<file path="config.mk">
export PLATFORM = sky130hd
export DESIGN_NAME = cirno_ctrl_flat
export DESIGN_NICKNAME = d
export VERILOG_FILES = /design/src/rtl/cirno_pkg.sv /design/src/rtl/cirno_ctrl_if.sv /design/src/rtl/cirno_ctrl_decode.sv /design/src/rtl/cirno_ctrl.sv /design/src/flat_wrapper.sv
export SDC_FILE = /design/constraint.sdc
export NUM_CORES = 1
export LEC_CHECK = 0
export BUFFER_PORTS_ARGS = -buffer_cell sky130_fd_sc_hd__buf_4
export CELL_PAD_IN_SITES_DETAIL_PLACEMENT = 1
export CELL_PAD_IN_SITES_GLOBAL_PLACEMENT = 2
export CORE_MARGIN = 2
export CORE_UTILIZATION = 29
export CTS_BUF_LIST = sky130_fd_sc_hd__clkbuf_4 sky130_fd_sc_hd__clkbuf_8
export DETAILED_ROUTE_END_ITERATION = 6
export PLACE_DENSITY = 0.9
export RECOVER_POWER = 100
export SLEW_MARGIN = 25
export SYNTH_ARGS = -nofsm -noshare
export SYNTH_HDL_FRONTEND = slang
export SYNTH_SLANG_ARGS = --single-unit
</file>
<file path="constraint.sdc">
create_clock -name clk -period 1.7 [get_ports clk]
set_input_delay 0.085 -clock clk [delete_from_list [all_inputs] [get_ports clk]]
set_output_delay 0.085 -clock clk [all_outputs]
set_load 0.02 [all_outputs]
</file>
<file path="src/rtl/cirno_pkg.sv">
// -----------------------------------------------------------------------------
// cirno_pkg
// Shared types and constants for the Cirno 8-bit control sequencer.
//   ctrl_state_t : sequencer state encoding
//   CLS_*        : instruction class, IR[7:6]
//   FN_*         : function of the misc class, IR[5:4]
//   alu_op_t     : ALU operation, IR[5:4] of the ALU class
//   inst_kind_t  : one-hot decoded instruction kind
// -----------------------------------------------------------------------------
package cirno_pkg;

  typedef enum logic [2:0] {
    ST_IDLE   = 3'd0,
    ST_FETCH  = 3'd1,
    ST_DECODE = 3'd2,
    ST_READ   = 3'd3,
    ST_EXEC   = 3'd4,
    ST_MEM    = 3'd5,
    ST_WB     = 3'd6,
    ST_HALT   = 3'd7
  } ctrl_state_t;

  localparam logic [1:0] CLS_ALU  = 2'b00;
  localparam logic [1:0] CLS_LDHI = 2'b01;
  localparam logic [1:0] CLS_LDLO = 2'b10;
  localparam logic [1:0] CLS_MISC = 2'b11;

  localparam logic [1:0] FN_MOV  = 2'b00;
  localparam logic [1:0] FN_LD   = 2'b01;
  localparam logic [1:0] FN_ST   = 2'b10;
  localparam logic [1:0] FN_HALT = 2'b11;

  typedef enum logic [1:0] {
    ALU_ADD = 2'd0,
    ALU_SUB = 2'd1,
    ALU_AND = 2'd2,
    ALU_OR  = 2'd3
  } alu_op_t;

  typedef struct packed {
    logic alu;
    logic ldhi;
    logic ldlo;
    logic mov;
    logic ld;
    logic st;
    logic halt;
  } inst_kind_t;

endpackage

</file>
<file path="src/rtl/cirno_ctrl_if.sv">
// -----------------------------------------------------------------------------
// cirno_ctrl_if
// Bundle of every signal between the Cirno sequencer and its responders.
//   master : the sequencer (drives pc, selects, enables, requests)
//   slave  : the responder side (drives inst, inst_ack, mem_ack)
// Fetch handshake : pc, inst_req, inst_ack, inst
// Register file   : r1, r2, immediate, reg_*_en, y_is_imm
// ALU             : alu_op
// Data memory     : mem_req, mem_we, mem_ack
// Status          : halted, fault
// -----------------------------------------------------------------------------
interface cirno_ctrl_if;
  import cirno_pkg::*;

  logic [7:0] pc;
  logic       inst_req;
  logic       inst_ack;
  logic [7:0] inst;

  logic [1:0] r1;
  logic [1:0] r2;
  logic [5:0] immediate;
  logic       reg_readx_en;
  logic       reg_ready_en;
  logic       reg_r_en;
  logic       reg_w_en;
  logic       reg_hi_en;
  logic       reg_lo_en;
  logic       reg_swap_en;
  logic       y_is_imm;
  logic       reg_mem_w_en;

  alu_op_t    alu_op;

  logic       mem_req;
  logic       mem_we;
  logic       mem_ack;

  logic       halted;
  logic       fault;

  modport master (
    output pc, inst_req, r1, r2, immediate,
           reg_readx_en, reg_ready_en, reg_r_en, reg_w_en,
           reg_hi_en, reg_lo_en, reg_swap_en, y_is_imm, reg_mem_w_en,
           alu_op, mem_req, mem_we, halted, fault,
    input  inst_ack, inst, mem_ack
  );

  modport slave (
    input  pc, inst_req, r1, r2, immediate,
           reg_readx_en, reg_ready_en, reg_r_en, reg_w_en,
           reg_hi_en, reg_lo_en, reg_swap_en, y_is_imm, reg_mem_w_en,
           alu_op, mem_req, mem_we, halted, fault,
    output inst_ack, inst, mem_ack
  );

endinterface

</file>
<file path="src/rtl/cirno_ctrl_decode.sv">
// -----------------------------------------------------------------------------
// cirno_ctrl_decode
// Purely combinational instruction decode of the instruction register.
//   ir        in  8 : instruction register
//   kind      out   : one-hot instruction kind
//   op        out 2 : ALU operation field IR[5:4]
//   r1, r2    out 2 : register selects (LDHI/LDLO take r1 from IR[5:4])
//   immediate out 6 : zero-extended IR[3:0]
// -----------------------------------------------------------------------------
module cirno_ctrl_decode
  import cirno_pkg::*;
(
  input  logic [7:0] ir,
  output inst_kind_t kind,
  output alu_op_t    op,
  output logic [1:0] r1,
  output logic [1:0] r2,
  output logic [5:0] immediate
);

  logic [1:0] cls;
  logic [1:0] fn;

  assign cls = ir[7:6];
  assign fn  = ir[5:4];

  always_comb begin
    kind = '0;
    case (cls)
      CLS_ALU:  kind.alu  = 1'b1;
      CLS_LDHI: kind.ldhi = 1'b1;
      CLS_LDLO: kind.ldlo = 1'b1;
      default: begin
        case (fn)
          FN_MOV:  kind.mov  = 1'b1;
          FN_LD:   kind.ld   = 1'b1;
          FN_ST:   kind.st   = 1'b1;
          default: kind.halt = 1'b1;
        endcase
      end
    endcase
  end

  assign op        = alu_op_t'(fn);
  // Nibble loads have no second register operand, so their target moves up
  // into the field the other classes use for the function code.
  assign r1        = (cls == CLS_LDHI || cls == CLS_LDLO) ? ir[5:4] : ir[3:2];
  assign r2        = ir[1:0];
  assign immediate = {2'b00, ir[3:0]};

endmodule

</file>
<file path="src/rtl/cirno_ctrl.sv">
// -----------------------------------------------------------------------------
// cirno_ctrl
// Multi-cycle control sequencer for the Cirno 8-bit core. Fetches over a
// request/ack handshake, decodes, and drives the register file, ALU op and
// data-memory handshake. Owns pc and the instruction register.
//   clk   in  1 : rising-edge clock
//   reset in  1 : asynchronous, active-high
//   bus   master modport of cirno_ctrl_if (fetch, regfile, ALU, memory, status)
// Parameter TIMEOUT : handshake wait limit in cycles (timeout build only).
// Optional feature: define CIRNO_MEM_TIMEOUT_EN to abort a handshake that is
// not acked within TIMEOUT cycles, setting sticky fault and halting. Without
// it handshakes wait forever and fault is tied to 0.
// -----------------------------------------------------------------------------
module cirno_ctrl
  import cirno_pkg::*;
#(
  parameter int TIMEOUT = 15
)(
  input  logic  clk,
  input  logic  reset,
  cirno_ctrl_if.master bus
);

  ctrl_state_t state;
  ctrl_state_t state_nxt;
  logic [7:0]  pc;
  logic [7:0]  ir;
  logic        timeout_hit;
  logic        fault;

  inst_kind_t  kind;
  alu_op_t     dec_op;
  logic [1:0]  dec_r1;
  logic [1:0]  dec_r2;
  logic [5:0]  dec_imm;

  cirno_ctrl_decode u_decode (
    .ir        (ir),
    .kind      (kind),
    .op        (dec_op),
    .r1        (dec_r1),
    .r2        (dec_r2),
    .immediate (dec_imm)
  );

  assign bus.pc        = pc;
  assign bus.r1        = dec_r1;
  assign bus.r2        = dec_r2;
  assign bus.immediate = dec_imm;
  assign bus.fault     = fault;

  // Next state and all strobes; everything depends on state and IR only.
  always_comb begin
    state_nxt        = state;
    bus.inst_req     = 1'b0;
    bus.reg_readx_en = 1'b0;
    bus.reg_ready_en = 1'b0;
    bus.reg_r_en     = 1'b0;
    bus.reg_w_en     = 1'b0;
    bus.reg_hi_en    = 1'b0;
    bus.reg_lo_en    = 1'b0;
    bus.reg_swap_en  = 1'b0;
    bus.y_is_imm     = 1'b0;
    bus.reg_mem_w_en = 1'b0;
    bus.alu_op       = ALU_ADD;
    bus.mem_req      = 1'b0;
    bus.mem_we       = 1'b0;
    bus.halted       = 1'b0;

    case (state)
      ST_IDLE: state_nxt = ST_FETCH;

      ST_FETCH: begin
        bus.inst_req = 1'b1;
        if (bus.inst_ack)  state_nxt = ST_DECODE;
        else if (timeout_hit) state_nxt = ST_HALT;
      end

      ST_DECODE: begin
        if (kind.halt)                       state_nxt = ST_HALT;
        else if (kind.alu || kind.ld || kind.st) state_nxt = ST_READ;
        else                                 state_nxt = ST_WB;
      end

      ST_READ: begin
        bus.reg_r_en     = 1'b1;
        bus.reg_readx_en = kind.alu || kind.st;
        bus.reg_ready_en = kind.alu || kind.ld || kind.st;
        state_nxt        = kind.alu ? ST_EXEC : ST_MEM;
      end

      ST_EXEC: begin
        bus.alu_op = dec_op;
        state_nxt  = ST_WB;
      end

      ST_MEM: begin
        bus.mem_req = 1'b1;
        bus.mem_we  = kind.st;
        // A store is finished once memory accepts it; no write-back needed.
        if (bus.mem_ack)      state_nxt = kind.st ? ST_FETCH : ST_WB;
        else if (timeout_hit) state_nxt = ST_HALT;
      end

      ST_WB: begin
        bus.reg_w_en     = kind.alu;
        bus.alu_op       = kind.alu ? dec_op : ALU_ADD;
        bus.reg_hi_en    = kind.ldhi;
        bus.reg_lo_en    = kind.ldlo;
        bus.y_is_imm     = kind.ldhi || kind.ldlo;
        bus.reg_swap_en  = kind.mov;
        bus.reg_mem_w_en = kind.ld;
        state_nxt        = ST_FETCH;
      end

      ST_HALT: bus.halted = 1'b1;

      default: state_nxt = ST_IDLE;
    endcase
  end

  // State, pc and IR; pc advances on the same edge that captures IR.
  always_ff @(posedge clk or posedge reset) begin
    if (reset) begin
      state <= ST_IDLE;
      pc    <= 8'h00;
      ir    <= 8'h00;
    end else begin
      state <= state_nxt;
      if (state == ST_FETCH && bus.inst_ack) begin
        ir <= bus.inst;
        pc <= pc + 8'h01;
      end
    end
  end

`ifdef CIRNO_MEM_TIMEOUT_EN
  localparam logic [3:0] WAIT_LAST = 4'(TIMEOUT - 1);

  logic [3:0] wait_cnt;
  logic       waiting;

  assign waiting     = (state == ST_FETCH && !bus.inst_ack) ||
                       (state == ST_MEM   && !bus.mem_ack);
  // The cycle that would be the TIMEOUT-th unacked one aborts the handshake.
  assign timeout_hit = waiting && (wait_cnt == WAIT_LAST);

  // Counter is zero whenever no handshake is waiting, so it starts clear on
  // every entry to FETCH or MEM.
  always_ff @(posedge clk or posedge reset) begin
    if (reset) begin
      wait_cnt <= 4'd0;
      fault    <= 1'b0;
    end else begin
      if (waiting && !timeout_hit) wait_cnt <= wait_cnt + 4'd1;
      else                         wait_cnt <= 4'd0;
      if (timeout_hit) fault <= 1'b1;
    end
  end
`else
  assign timeout_hit = 1'b0;
  assign fault       = 1'b0;
`endif

endmodule

</file>
<file path="src/flat_wrapper.sv">
// flat-port wrapper written by rule: the top's interface ports become plain ports
module cirno_ctrl_flat import cirno_pkg::*;
#(
  parameter int TIMEOUT = 15
)
  (clk, reset, bus_pc, bus_inst_req, bus_r1, bus_r2, bus_immediate, bus_reg_readx_en, bus_reg_ready_en, bus_reg_r_en, bus_reg_w_en, bus_reg_hi_en, bus_reg_lo_en, bus_reg_swap_en, bus_y_is_imm, bus_reg_mem_w_en, bus_alu_op, bus_mem_req, bus_mem_we, bus_halted, bus_fault, bus_inst_ack, bus_inst, bus_mem_ack);
  cirno_ctrl_if bus_i ();
  input  logic clk;
  input  logic reset;
  output wire logic [$bits(bus_i.pc)-1:0] bus_pc;
  output wire logic [$bits(bus_i.inst_req)-1:0] bus_inst_req;
  output wire logic [$bits(bus_i.r1)-1:0] bus_r1;
  output wire logic [$bits(bus_i.r2)-1:0] bus_r2;
  output wire logic [$bits(bus_i.immediate)-1:0] bus_immediate;
  output wire logic [$bits(bus_i.reg_readx_en)-1:0] bus_reg_readx_en;
  output wire logic [$bits(bus_i.reg_ready_en)-1:0] bus_reg_ready_en;
  output wire logic [$bits(bus_i.reg_r_en)-1:0] bus_reg_r_en;
  output wire logic [$bits(bus_i.reg_w_en)-1:0] bus_reg_w_en;
  output wire logic [$bits(bus_i.reg_hi_en)-1:0] bus_reg_hi_en;
  output wire logic [$bits(bus_i.reg_lo_en)-1:0] bus_reg_lo_en;
  output wire logic [$bits(bus_i.reg_swap_en)-1:0] bus_reg_swap_en;
  output wire logic [$bits(bus_i.y_is_imm)-1:0] bus_y_is_imm;
  output wire logic [$bits(bus_i.reg_mem_w_en)-1:0] bus_reg_mem_w_en;
  output wire logic [$bits(bus_i.alu_op)-1:0] bus_alu_op;
  output wire logic [$bits(bus_i.mem_req)-1:0] bus_mem_req;
  output wire logic [$bits(bus_i.mem_we)-1:0] bus_mem_we;
  output wire logic [$bits(bus_i.halted)-1:0] bus_halted;
  output wire logic [$bits(bus_i.fault)-1:0] bus_fault;
  input wire logic [$bits(bus_i.inst_ack)-1:0] bus_inst_ack;
  input wire logic [$bits(bus_i.inst)-1:0] bus_inst;
  input wire logic [$bits(bus_i.mem_ack)-1:0] bus_mem_ack;
  assign bus_pc = bus_i.pc;
  assign bus_inst_req = bus_i.inst_req;
  assign bus_r1 = bus_i.r1;
  assign bus_r2 = bus_i.r2;
  assign bus_immediate = bus_i.immediate;
  assign bus_reg_readx_en = bus_i.reg_readx_en;
  assign bus_reg_ready_en = bus_i.reg_ready_en;
  assign bus_reg_r_en = bus_i.reg_r_en;
  assign bus_reg_w_en = bus_i.reg_w_en;
  assign bus_reg_hi_en = bus_i.reg_hi_en;
  assign bus_reg_lo_en = bus_i.reg_lo_en;
  assign bus_reg_swap_en = bus_i.reg_swap_en;
  assign bus_y_is_imm = bus_i.y_is_imm;
  assign bus_reg_mem_w_en = bus_i.reg_mem_w_en;
  assign bus_alu_op = bus_i.alu_op;
  assign bus_mem_req = bus_i.mem_req;
  assign bus_mem_we = bus_i.mem_we;
  assign bus_halted = bus_i.halted;
  assign bus_fault = bus_i.fault;
  assign bus_i.inst_ack = bus_inst_ack;
  assign bus_i.inst = bus_inst;
  assign bus_i.mem_ack = bus_mem_ack;
  cirno_ctrl #(.TIMEOUT(TIMEOUT)) u_core (.clk(clk), .reset(reset), .bus(bus_i));
endmodule
</file>
* Yosys cells after proc, flatten, opt, wreduce, memory -nomap -nowiden *
Index checks and enable logic that the tools add are counted.

storage, ports and cells
  flip-flop bits (word level) = 19
  bits of input ports = 12
  output and inout port bits = 34
  logic and storage cells = 62

cells by class
  $add $sub $neg = 1
  eq/ne operators = 13
  muxes and demuxes = 31
  reduce and logical (&&, ||, !) cells = 14

operator list
  operator                                                          count
  1-bit 2-to-1 mux                                                  21
  3-bit one-hot mux with 6 select lines                             1
  3-bit 2-to-1 mux                                                  5
  3-bit == test (second input constant)                             4
  8-bit by 1-bit adder with 8-bit output (second input constant)    1
  3-bit by 2-bit == test with 1-bit output (second input constant)  2
  6-bit nonzero test                                                1
  3-bit OR reduction                                                2
  1-bit logical OR                                                  5
  2-bit by 1-bit == test with 1-bit output (second input constant)  2
  2-bit == test (second input constant)                             2
  2-bit logical NOT                                                 2
  2-bit 2-to-1 mux                                                  2
  4-bit 2-to-1 mux                                                  1
  2-bit != test (second input constant)                             2
  2-bit one-hot mux with 2 select lines                             1
  3-bit by 1-bit == test with 1-bit output (second input constant)  1
  3-bit logical NOT                                                 1
  3-bit AND reduction                                               1
  2-bit OR reduction                                                1
  1-bit logical AND                                                 1

* Logic depth before layout (Yosys ltp) *
Gate-level depths: netlist of run 1.

  word-level depth = 9
  gate-level depth with buffers = 6
  mapped depth without buffers = 6

* Modules after synthesis *
A second synthesis of run 1 with hierarchy kept.

second synthesis, totals
  cells, all modules = 118
  area total of the unflattened synthesis = 1,275.0 um^2

by module, submodules not included
  module             times used  cells an instance  area an instance (um^2)
  cirno_ctrl         1           95                 1,077.3
  cirno_ctrl_decode  1           23                 197.7

* Least setup slack after synthesis of run 1 *
No wires, ideal clock.

  path kind = register to register
  start point = register u_core.ir[6]
  end point = register u_core.state[0]
  arrival time = 1,451 ps
  required time = 1,579 ps
  slack = 128 ps
  cell stages (with the launch flop) = 6
  path through = dfrtp_1 > ha_1 > and3b_1 > and2_4 > a211o_1 > a22o_1

between the ends
  word-level cells in the longest chain between the ends = 8
  elaborated cells on any way between the ends = 14
  those cells by class = eq/ne: 2; mux: 8; reduce/logical: 4

ends and longest elaborated chain
  item                                                              line                     RTL
  start, declared                                                   cirno_ctrl.sv:27         logic [7:0] ir;
  start signal, assigned                                            cirno_ctrl.sv:131        ir <= bus.inst;
  2-bit by 1-bit == test with 1-bit output (tied with other cells)  cirno_ctrl_decode.sv:29  case (cls)
  3-bit OR reduction (no source line)                               n/a
  4-bit 2-to-1 mux                                                  cirno_ctrl_decode.sv:29
  1-bit logical OR (2 in series)                                    cirno_ctrl.sv:81         else if (kind.alu || kind.ld || kind.st) state_nxt = ST_READ;
  3-bit 2-to-1 mux                                                  cirno_ctrl.sv:81
  3-bit 2-to-1 mux                                                  cirno_ctrl.sv:80         if (kind.halt) state_nxt = ST_HALT;
  3-bit one-hot mux with 6 select lines (*)                         cirno_ctrl.sv:70         case (state)
  end signal, assigned                                              cirno_ctrl.sv:129        state <= state_nxt;
  end, declared                                                     cirno_ctrl.sv:24         ctrl_state_t state;

Mark *: on every way between the ends. The rest lies on a longest branch, timed or not. The select of a mux whose other input is x is not followed.
A chain may end at the register's enable or synchronous reset.

* Final worst setup path of run 1 *
  start point = register u_core.state[0]
  end point = output port bus_reg_mem_w_en

between the ends
  word-level cells in the longest chain between the ends = 2

ends and longest elaborated chain
  item              line                RTL
  3-bit == test     cirno_ctrl.sv:70
  1-bit 2-to-1 mux  cirno_ctrl.sv:70
  end, declared     flat_wrapper.sv:23  output wire logic [$bits(bus_i.reg_mem_w_en)-1:0] bus_reg_mem_w_en;

No other way between the ends.

==> flow_metrics.py, run 1 <==
metrics = {
    "routing": {
        "detail_route.wl_per_cell_um": 14.7,
        "detailedRoute.firstPassIterationCount": 4,
        "antenna_violating_nets_post_route": 0,
        "route.detailed.vias_per_inst": 4.82,
        "totalWireLength_um": 3190,
        "remaining_drc_errors": 0,
        "drt_iter0_drc": 49,
        "via_count": 1047,
    },
    "synthesis": {
        "ys.warnings.count": 0,
        "async_reset_ff_share_pct": 100,
        "yosys_most_used_dff": "dfrtp_1",
        "mappedNetlistArea_um2": 1210,
        "unique_cell_type_count_in_the_yosys_netlist": 36,
        "synth_seq_area_share_pct": 39.3,
        "post_syn_instances": 124,
        "yosys_register_bits": 19,
        "number_of_synthesized_flops_with_an_enable_pin": 0,
        "postSynthAreaPerCell_um2": 9.77,
    },
    "layout": {
        "antenna_cells": 0,
        "final_nets": 185,
        "fraction_of_final_layout_cells_sized_beyond_drive_strength_1_pct": 31.1,
        "areaGrowthSynthToFinish_pct": 29.4,
        "finalCoreUtilization_pct": 39.2,
    },
    "critical_path": {
        "worst-endpoint-arrival_ns": 1.54,
        "crit-reg2reg-launch": "u_core.ir[6]",
        "critical_path.slowest_cell": "dfrtp_2",
        "crit_type": "reg -> out",
        "worst-endpoint-required_ns": 1.62,
        "crit_path_start": "u_core.state[0]",
        "critical_path.startpoint_type": "register",
        "critical_path.max_fanout": 9,
        "worst_r2r_path_depth": 5,
        "regToRegSetupSlack_ns": 0.10,
        "cp_common_cell": "buf_4",
        "cp_cell_sequence": "buf_4, and3b_2, and4_1, buf_4",
        "rr_endpoint": "u_core.state[0]",
        "worst_setup_path_end_kind": "output pin",
        "cp_slowest_stage_delay_ns": 0.45,
        "setup.worst_path.end": "bus_reg_mem_w_en",
    },
    "sta": {
        "finalHoldWorstSlack_ns": 0.0361,
        "relSlewSlack_pct": 51.7,
        "achievable-frequency_mhz": 616,
        "worst_clock_skew_ns": 0.00521,
        "timing.final.crit_period_ns": 1.62,
        "layout_worst_path_cycle_share_pct": 95.5,
        "fin_tns_setup_ns": 0,
        "timing.final.setup_violations": 0,
        "setup_repair_after_global_routing_missed_its_margin": "no",
        "max_slew.worst_pin.slew_ns": 0.724,
        "final-hold-violation-count": 0,
        "slew_limit_fails": 0,
    },
    "power": {
        "power.net_switching_uw": 1350,
        "power.sequential.fraction_pct": 29.1,
        "cell_internal_pwr_uw": 1590,
        "power.share.switching_pct": 45.9,
        "p_leak_uw": 0.000754,
        "combPwrFrac_pct": 60.2,
        "cellPowerDensity_nw_per_um2": 1880,
        "clock_share_of_power_pct": 10.7,
        "worst_ir_drop_vdd_mv": 0.793,
        "design_power_total_uw": 2940,
    },
    "cts": {
        "tritoncts": "built",
        "later_pin_clock_latency_in_the_skew_report_ns": 0.26,
        "cts_buffers": 3,
        "max-clock-path-buffers": 2,
        "total_number_of_clock_tree_sinks": 19,
        "cts.clk_slew.worst_paths_ns": 0.07,
        "cts.htree.levels": 1,
        "clock-root-buffer": "clkbuf_8",
    },
    "global_routing": {
        "global_route_wire_length_before_repair_um": 5190,
        "globalRoute.busiestLayer": "met2",
        "grt.overflow.total": 0,
        "first_global_vias": 1060,
        "tot_gr_track_use_pct": 14.8,
        "grtUsageMet1_pct": 17.8,
        "use_met2_pct": 26.7,
        "largest_net_degree_at_the_start_of_global_routing": 20,
        "gr-usage-met3_pct": 2.11,
        "antenna_violations_before_repair": 0,
    },
    "place": {
        "hpwlAfterDp_um": 2500,
        "finalWeightedCongestion": 0.861,
        "placement.io_buffers": 42,
    },
    "floorplanning": {
        "die_area_um2": 4710,
        "dieWidth_um": 68.6,
        "die_y_um": 68.6,
        "core-area_um2": 4000,
        "start_util_pct": 30.3,
        "floorplan.rows": 23,
        "io_pins": 46,
    },
    "worst_hold_path": {
        "worst_hold_class": "in -> reg",
    },
    "status": {
        "run_status": "finished clean",
    },
    "flow_run": {
        "max-cap-violations": 0,
    },
}
==> synth_stat cells (all sizes together) (3+ instances only) <==
master  count  area [um2]
nor2        6        22.5
buf        14         100
ha          5        62.6
a21oi       5        25.0
and3        3        18.8
o21ai       6        30.0
xnor2       6        52.6
and2        7        46.3
inv         7        26.3
dfrtp      19         475
and3b       3        26.3
mux2        8        90.1
nand2       6        22.5
==> per-layer routing <==
metal	part of all wire, %	wire length, um
met3	5.7	181
met2	50	1600
met4	1.4	45
met5	0	0
met1	43	1350
==> registers in the layout, indices dropped and copies added (netlist names) <==
| register | flops |
|---|---|
| u_core.bus.pc | 8 |
| u_core.ir | 8 |
| u_core.state | 3 |
==> placed cells by master (no fill, tap or decap), types with 2 or more instances in the layout <==
master    synthesis  layout
a211o_1           2       2
a21oi_1           5       5
and2_0            0       2
and2_1            6       4
and3_1            3       3
and3b_1           3       2
and4_1            2       2
buf_4            12      29
clkbuf_1          1      18
clkbuf_2          1       3
clkbuf_8          0       3
conb_1            1       3
dfrtp_1          19      18
ha_1              5       4
inv_1             7       6
mux2_2            8       8
nand2_1           6       6
nand2b_1          2       2
nand3_1           2       2
nand4_1           2       2
nor2_1            6       6
nor2b_1           2       2
o21ai_0           6       6
xnor2_1           6       6
xor2_1            2       2
==> through the flow <==
stage	std cells	instance area [um2]	worst slack, ns
floorplan	126	1220	0.128
global placement	209	1540	0.175
detailed placement	209	1540	0.0953
CTS	214	1600	0.000195
global route	217	1570	0.00849
finish	217	1570	0.0765
==> worst min path at each step <==
| stage | start | to | depth (start not counted) |
|---|---|---|---|
| after CTS | bus_inst[6] | u_core.ir[6] | 3 |
| after global placement | reset | u_core.bus.pc[1] | 2 |
| after global routing | bus_inst[3] | u_core.ir[3] | 2 |
| after detailed placement | reset | u_core.bus.pc[0] | 2 |
| final | bus_inst[6] | u_core.ir[6] | 3 |
| after floorplan | reset | u_core.bus.pc[0] | 1 |
==> kinds of logic (layout without fill, tap and decap cells) <==
logic type | after synthesis | after routing | share of synthesized area (%)
AND/OR/NAND/NOR | 39 | 39 | 19.5
buffers and inverters | 23 | 64 | 11.2
AO/OA/AOI/OAI | 21 | 21 | 11.4
flip-flops | 19 | 19 | 39.3
XOR/XNOR | 8 | 8 | 5.79
multiplexers | 8 | 8 | 7.44
adder cells (fa/ha/maj) | 5 | 5 | 5.17
other | 1 | 3 | 0.310
==> critical path: cells and delay by family (launching register included) <==
| kind | cells | cell delay, ns |
|---|---|---|
| flip-flops | 1 | 0.45 |
| buffers and inverters | 2 | 0.32 |
| AND/OR/NAND/NOR | 2 | 0.50 |
==> power groups by stage <==
stage	clock network [uW]	registers, uW	logic [uW]
after floorplan	0	802	1260
after global routing	346	892	1950
after detailed placement	0	861	1810
final	316	856	1770
after global placement	0	835	1740
after CTS	328	857	1820
==> cell type report <==
cell class	count	area, um2
Clock buffer	3	41.3
Clock inverter	1	5.00
Fill cell	471	2430
Inverter	7	26.3
Multi-Input combinational cell	84	627
Sequential cell	19	477
Tap cell	50	62.6
Timing Repair Buffer	53	329
==> what timing repair did <==
action / 4_1_cts / 5_1_grt
cloned: 0 / 0
endpoints found under the hold margin: 19 / 0
endpoints found under the setup margin: 2 / 6
gates resized for setup: 1 / 7
pin swaps: 1 / 1
hold buffers: 1 / 0
buffers inserted: 0 / 4
Note: power is estimated with default switching activity, not from simulation.
==> run 2, diff against run 1 <==
--- a/config.mk
+++ b/config.mk
@@ -5,11 +5,12 @@
 export SDC_FILE = /design/constraint.sdc
 export NUM_CORES = 1
 export LEC_CHECK = 0
+export ABC_AREA = 1
 export BUFFER_PORTS_ARGS = -buffer_cell sky130_fd_sc_hd__buf_4
 export CELL_PAD_IN_SITES_DETAIL_PLACEMENT = 1
 export CELL_PAD_IN_SITES_GLOBAL_PLACEMENT = 2
 export CORE_MARGIN = 2
-export CORE_UTILIZATION = 29
+export CORE_UTILIZATION = 27
 export CTS_BUF_LIST = sky130_fd_sc_hd__clkbuf_4 sky130_fd_sc_hd__clkbuf_8
 export DETAILED_ROUTE_END_ITERATION = 6
 export PLACE_DENSITY = 0.9
==> run 2 against run 1 <==
Net effect:
- global-route usage decreased by 2.3 points
- clock skew shrank 0.0031 ns
- maximum frequency rose by 1.6%
- synthesized area up 14%
- utilization fell by 5.5 points
- combinational power is 11% lower
- flip-flop and latch count stayed put
- worst setup slack better by 0.026 ns
- critical path depth unchanged
- critical path type unchanged
- highest routed layer unchanged
==> flow_metrics.py, run 2 <==
metrics = {
    "critical_path": {
        "critical_path.startpoint_type": "register",
        "worst_r2r_path_depth": 6,
        "worst-endpoint-required_ns": 1.62,
        "crit-reg2reg-launch": "u_core.state[0]",
        "crit_path_start": "u_core.ir[6]",
        "crit_type": "reg -> out",
        "worst_setup_path_end_kind": "output pin",
        "regToRegSetupSlack_ns": 0.14,
        "rr_endpoint": "u_core.bus.pc[0]",
        "worst-endpoint-arrival_ns": 1.51,
        "critical_path.max_fanout": 5,
    },
    "power": {
        "design_power_total_uw": 2820,
        "worst_ir_drop_vdd_mv": 0.770,
        "p_leak_uw": 0.000900,
        "cellPowerDensity_nw_per_um2": 1740,
    },
    "global_routing": {
        "grt.overflow.total": 0,
        "antenna_violations_before_repair": 0,
        "global_route_wire_length_before_repair_um": 5460,
        "tot_gr_track_use_pct": 12.5,
        "largest_net_degree_at_the_start_of_global_routing": 20,
        "first_global_vias": 1222,
    },
    "sta": {
        "final-hold-violation-count": 0,
        "timing.final.setup_violations": 0,
        "slew_limit_fails": 0,
        "timing.final.crit_period_ns": 1.60,
        "max_slew.worst_pin.slew_ns": 0.737,
        "worst_clock_skew_ns": 0.00211,
        "layout_worst_path_cycle_share_pct": 94.0,
        "relSlewSlack_pct": 50.8,
        "achievable-frequency_mhz": 626,
        "setup_repair_after_global_routing_missed_its_margin": "no",
        "fin_tns_setup_ns": 0,
    },
    "layout": {
        "final-seq-area_um2": 478,
        "areaGrowthSynthToFinish_pct": 17.9,
        "finalCoreUtilization_pct": 33.7,
        "final_nets": 248,
        "reg_top3": "u_core.bus.pc (8), u_core.ir (8), u_core.state (3)",
        "antenna_cells": 0,
        "multiInputGateArea_um2": 654,
        "fill_cells": 664,
        "layout.cells.most_common_list": "nand2_1, inv_1, nor2_1",
        "most_frequent_standard_cell_in_the_layout_excluding_fill_and_tap_cells": "nand2_1",
        "fraction_of_final_layout_cells_sized_beyond_drive_strength_1_pct": 17.4,
    },
    "synthesis": {
        "mappedNetlistArea_um2": 1380,
        "yosysMostFrequentCell": "nand2_1",
        "synthTopCellsByArea": "dfrtp_1, nand2_1, inv_1",
        "postSynthAreaPerCell_um2": 7.09,
        "number_of_synthesized_flops_with_an_enable_pin": 0,
        "yosys_register_bits": 19,
        "synth_seq_area_share_pct": 34.6,
        "post_syn_instances": 194,
        "yosys_most_used_dff": "dfrtp_1",
        "synth_top_cell_by_area": "dfrtp_1",
        "ys_top_cells_by_count": "nand2_1, inv_1, nor2_1, dfrtp_1, nand3_1",
        "unique_cell_type_count_in_the_yosys_netlist": 22,
        "ys.warnings.count": 0,
        "yosys.area.top_type_share_pct": 34.6,
        "async_reset_ff_share_pct": 100,
    },
    "floorplanning": {
        "die_y_um": 75.4,
        "start_util_pct": 28.5,
        "core-area_um2": 4820,
        "io_pins": 46,
        "die_area_um2": 5680,
        "dieWidth_um": 75.4,
        "floorplan.rows": 25,
    },
    "routing": {
        "detail_route.wl_per_cell_um": 11.6,
        "drt_iter0_drc": 37,
        "detailedRoute.firstPassIterationCount": 4,
        "route.detailed.vias_per_inst": 4.30,
        "via_count": 1278,
        "remaining_drc_errors": 0,
        "totalWireLength_um": 3430,
        "antenna_violating_nets_post_route": 0,
    },
    "cts": {
        "total_number_of_clock_tree_sinks": 19,
        "cts.clk_slew.worst_paths_ns": 0.07,
        "cts.htree.levels": 1,
        "tritoncts": "built",
        "max-clock-path-buffers": 2,
        "clock-root-buffer": "clkbuf_8",
        "later_pin_clock_latency_in_the_skew_report_ns": 0.25,
        "cts_buffers": 3,
    },
    "place": {
        "hpwlAfterDp_um": 2820,
        "finalWeightedCongestion": 0.743,
        "placement.io_buffers": 42,
    },
    "worst_hold_path": {
        "timing.hold.worst_path_depth": 3,
        "worst_hold_class": "in -> reg",
        "hold_path.startpoint": "bus_inst[2]",
        "hold_end": "u_core.ir[2]",
    },
    "status": {
        "run_status": "finished clean",
    },
    "flow_run": {
        "max-cap-violations": 0,
    },
}
-- run 2: cell count changes after synthesis, moves of 3 or more --
cell / delta
and3b_1: -3
nand3_1: +12
buf_4: -3
nor2_1: +14
and3_1: -3
nand2_1: +59
inv_1: +22
xnor2_1: -3
mux2_2: -8
buf_6: +4
a21oi_1: -5
and2_1: -6
o21ai_0: +3
-- run 2: cell type report --
cell class / instances / area share (%)
Multi-Input combinational cell: 131 / 40.4
Sequential cell: 19 / 29.5
Timing Repair Buffer: 44 / 14.3
Inverter: 32 / 7.72
Tap cell: 67 / 5.17
Clock buffer: 4 / 3.01
-- run 2: logic make-up after synthesis --
| logic type | synth area share [%] |
|---|---|
| and+or+nand+nor | 33.8 |
| DFF | 34.6 |
| AOI/OAI and AO/OA | 5.37 |
| xor gates and xnor gates | 3.09 |
| other | 0.273 |
| buffers and inverters | 18.4 |
| adders and majority gates | 4.55 |
-- run 2: where the power goes --
group          leakage [uW]  switching (uW)  internal (uW)
combinational      0.000635            1070            505
sequential         0.000238             270            640
clock             0.0000262             149            183
total              0.000900            1490           1330
-- run 2: worst max-delay path, stage by stage (launching register included) --
cell	delay (ns)
dfrtp_1	0.38
inv_1	0.09
ha_1	0.36
o21ai_0	0.21
clkbuf_2	0.21
-- run 2: how the worst max path moves through the flow --
| stage | endpoint | slack [ns] | cells past startpoint |
|---|---|---|---|
| 4_1_cts | bus_reg_ready_en | 0.05 | 6 |
| 3_3_place_gp | u_core.bus.pc[2] | 0.33 | 7 |
| 2_1_floorplan | bus_r1[0] | 0.36 | 3 |
| 6_report | bus_r1[0] | 0.10 | 4 |
| 3_5_place_dp | u_core.bus.pc[0] | 0.26 | 6 |
| 5_1_grt | bus_reg_ready_en | 0.01 | 7 |
-- run 2: metal layers --
metal  track usage [%]  part of all wire (%)  vias to the layer above
li1                  -                     -                      642
met1              16.6                    47                      604
met2              20.5                    47                       30
met3              3.97                   5.8                        2
met4              1.75                  0.41                        0
met5                 0                     0                        -
-- run 2: through the flow --
step | setup WS, ns | cells | hold slack (ns) | area [um2]
2_1_floorplan | 0.358 | 196 | 0.0361 | 1380
3_3_place_gp | 0.329 | 292 | 0.248 | 1660
3_5_place_dp | 0.261 | 292 | 0.269 | 1660
4_1_cts | 0.0517 | 297 | 0.0270 | 1720
5_1_grt | 0.00951 | 297 | 0.0303 | 1620
6_report | 0.102 | 297 | 0.0310 | 1620
-- run 2: timing repair --
item,CTS,global route
hold buffers,1,0
endpoints found under the setup margin,0,6
gates resized for setup,0,4
setup buffers,0,0
hold endpoints to repair,19,0
==> run 3, diff against run 2 <==
--- a/config.mk
+++ b/config.mk
@@ -6,7 +6,7 @@
 export NUM_CORES = 1
 export LEC_CHECK = 0
 export ABC_AREA = 1
-export BUFFER_PORTS_ARGS = -buffer_cell sky130_fd_sc_hd__buf_4
+export BUFFER_PORTS_ARGS = -buffer_cell sky130_fd_sc_hd__buf_2
 export CELL_PAD_IN_SITES_DETAIL_PLACEMENT = 1
 export CELL_PAD_IN_SITES_GLOBAL_PLACEMENT = 2
 export CORE_MARGIN = 2
==> run 3 against run 2 <==
Net effect:
- final cell count did not move
- total power down 1.0%
- global-route usage decreased by 0.27 points
- largest cell class unchanged
- highest routed layer unchanged
==> flow_metrics.py, run 3 (synthesis results as in run 2) <==
metrics = {
    "sta": {
        "timing.final.crit_period_ns": 1.56,
        "achievable-frequency_mhz": 640,
        "worst_clock_skew_ns": 0.00218,
        "fin_tns_setup_ns": 0,
        "timing.final.setup_violations": 0,
        "final-hold-violation-count": 0,
        "max_slew.worst_pin.slew_ns": 0.747,
        "slew_limit_fails": 0,
        "relSlewSlack_pct": 50.1,
        "setup_repair_after_global_routing_missed_its_margin": "no",
        "layout_worst_path_cycle_share_pct": 92.0,
    },
    "global_routing": {
        "gr-usage-met3_pct": 3.31,
        "grt.overflow.total": 0,
        "globalRoute.busiestLayer": "met2",
        "use_met2_pct": 19.2,
        "grtUsageMet1_pct": 16.5,
        "largest_net_degree_at_the_start_of_global_routing": 20,
        "tot_gr_track_use_pct": 12.2,
        "first_global_vias": 1180,
        "global_route_wire_length_before_repair_um": 5330,
        "antenna_violations_before_repair": 0,
    },
    "cts": {
        "total_number_of_clock_tree_sinks": 19,
        "tritoncts": "built",
        "later_pin_clock_latency_in_the_skew_report_ns": 0.26,
        "cts.htree.levels": 1,
        "max-clock-path-buffers": 2,
        "clock-root-buffer": "clkbuf_8",
        "postCtsSetupBuffers": 0,
        "cts.clk_slew.worst_paths_ns": 0.07,
        "cts_buffers": 3,
    },
    "place": {
        "placement.io_buffers": 42,
        "placed_area_um2": 1560,
        "finalWeightedCongestion": 0.743,
        "hpwlAfterDp_um": 2590,
    },
    "critical_path": {
        "worst_r2r_path_depth": 7,
        "worst-endpoint-required_ns": 1.62,
        "critical_path.startpoint_type": "register",
        "critical_path.slowest_cell": "dfrtp_1",
        "worst_setup_path_end_kind": "output pin",
        "cp_cell_sequence": "inv_1, ha_2, o21ai_0, clkbuf_2",
        "regToRegSetupSlack_ns": 0.19,
        "worst-endpoint-arrival_ns": 1.48,
        "cp_slowest_stage_delay_ns": 0.41,
        "crit_type": "reg -> out",
        "critical_path.max_fanout": 5,
        "crit-reg2reg-launch": "u_core.state[0]",
        "crit_path_start": "u_core.ir[7]",
        "rr_endpoint": "u_core.bus.pc[2]",
        "setup.worst_path.end": "bus_r1[1]",
    },
    "floorplanning": {
        "start_util_pct": 28.5,
        "die_y_um": 75.4,
        "core-area_um2": 4820,
        "floorplan.rows": 25,
        "die_area_um2": 5680,
        "io_pins": 46,
        "dieWidth_um": 75.4,
    },
    "layout": {
        "most_frequent_standard_cell_in_the_layout_excluding_fill_and_tap_cells": "nand2_1",
        "final_area_um2": 1590,
        "fill_cells": 638,
        "antenna_cells": 0,
        "fraction_of_final_layout_cells_sized_beyond_drive_strength_1_pct": 17.8,
        "layout.cells.most_common_list": "nand2_1, inv_1, nor2_1",
        "final_nets": 248,
        "areaGrowthSynthToFinish_pct": 15.6,
        "reg_top3": "u_core.bus.pc (8), u_core.ir (8), u_core.state (3)",
    },
    "routing": {
        "route.detailed.vias_per_inst": 4.18,
        "via_count": 1241,
        "detail_route.wl_per_cell_um": 10.9,
        "totalWireLength_um": 3250,
        "drt_iter0_drc": 59,
        "antenna_violating_nets_post_route": 0,
        "remaining_drc_errors": 0,
        "detailedRoute.firstPassIterationCount": 3,
    },
    "power": {
        "worst_ir_drop_vdd_mv": 1.13,
        "cellPowerDensity_nw_per_um2": 1760,
        "p_leak_uw": 0.000881,
        "design_power_total_uw": 2790,
    },
    "worst_hold_path": {
        "worst_hold_class": "in -> reg",
    },
    "status": {
        "run_status": "finished clean",
    },
    "flow_run": {
        "max-cap-violations": 0,
    },
}
-- run 3: changes by cell type in the layout (fill, tap and decap cells not counted), moves of 2 or more --
cell,change
buf_2,+14
buf_4,-10
clkbuf_2,-3
clkbuf_4,-2
o21ai_1,+2
-- run 3: area by class of cell --
type                       count  area (um2)  share of cell area (%)
multi-input combinational    131         652                    41.0
sequential                    19         478                    30.1
timing repair buffer          44         204                    12.8
inverter                      32         125                    7.87
tap                           67        83.8                    5.28
clock buffer                   3        41.3                    2.60
clock inverter                 1        5.00                   0.315
-- run 3: worst min-delay path by stage --
stage                           start               end  cells past startpoint
final                     bus_inst[3]      u_core.ir[3]                      3
after floorplan                 reset  u_core.bus.pc[0]                      1
after global placement          reset      u_core.ir[0]                      2
after detailed placement        reset      u_core.ir[0]                      2
after global routing      bus_inst[1]      u_core.ir[1]                      3
after CTS                 bus_inst[1]      u_core.ir[1]                      3
-- run 3: power by group --
group	leakage, uW	total (uW)	switching, uW	internal [uW]
Clock	0.0000255	324	160	163
Combinational	0.000617	1560	1050	505
Sequential	0.000238	911	271	639
-- run 3: repair_timing --
action                                  CTS  global route
hold endpoints to repair                 19             0
resized for setup                         0             7
hold buffers                              1             0
endpoints found under the setup margin    0             8
-- run 3: metal layers --
| metal | up-vias | share of wire, % |
|---|---|---|
| met3 | 2 | 5.4 |
| met2 | 29 | 45 |
| met4 | 0 | 0.80 |
| met1 | 567 | 49 |
| li1 | 643 | - |
| met5 | - | 0 |
-- run 3: worst max-delay path, delay by kind of cell (launching register included) --
kind	cells	cell delay, ns
AOI/OAI and AO/OA	1	0.18
adders and majority gates	1	0.32
DFF	1	0.41
buffers and inverters	2	0.32
-- run 3: metrics by stage --
step	utilization, %	instances	setup WS (ns)	hold WS (ns)
2_1_floorplan	-	196	0.358	0.0361
3_3_place_gp	32.3	292	0.332	0.243
3_5_place_dp	32.3	292	0.304	0.262
4_1_cts	33.5	297	0.0547	0.0239
5_1_grt	33.0	297	0.0101	0.0298
6_report	33.0	297	0.137	0.0297
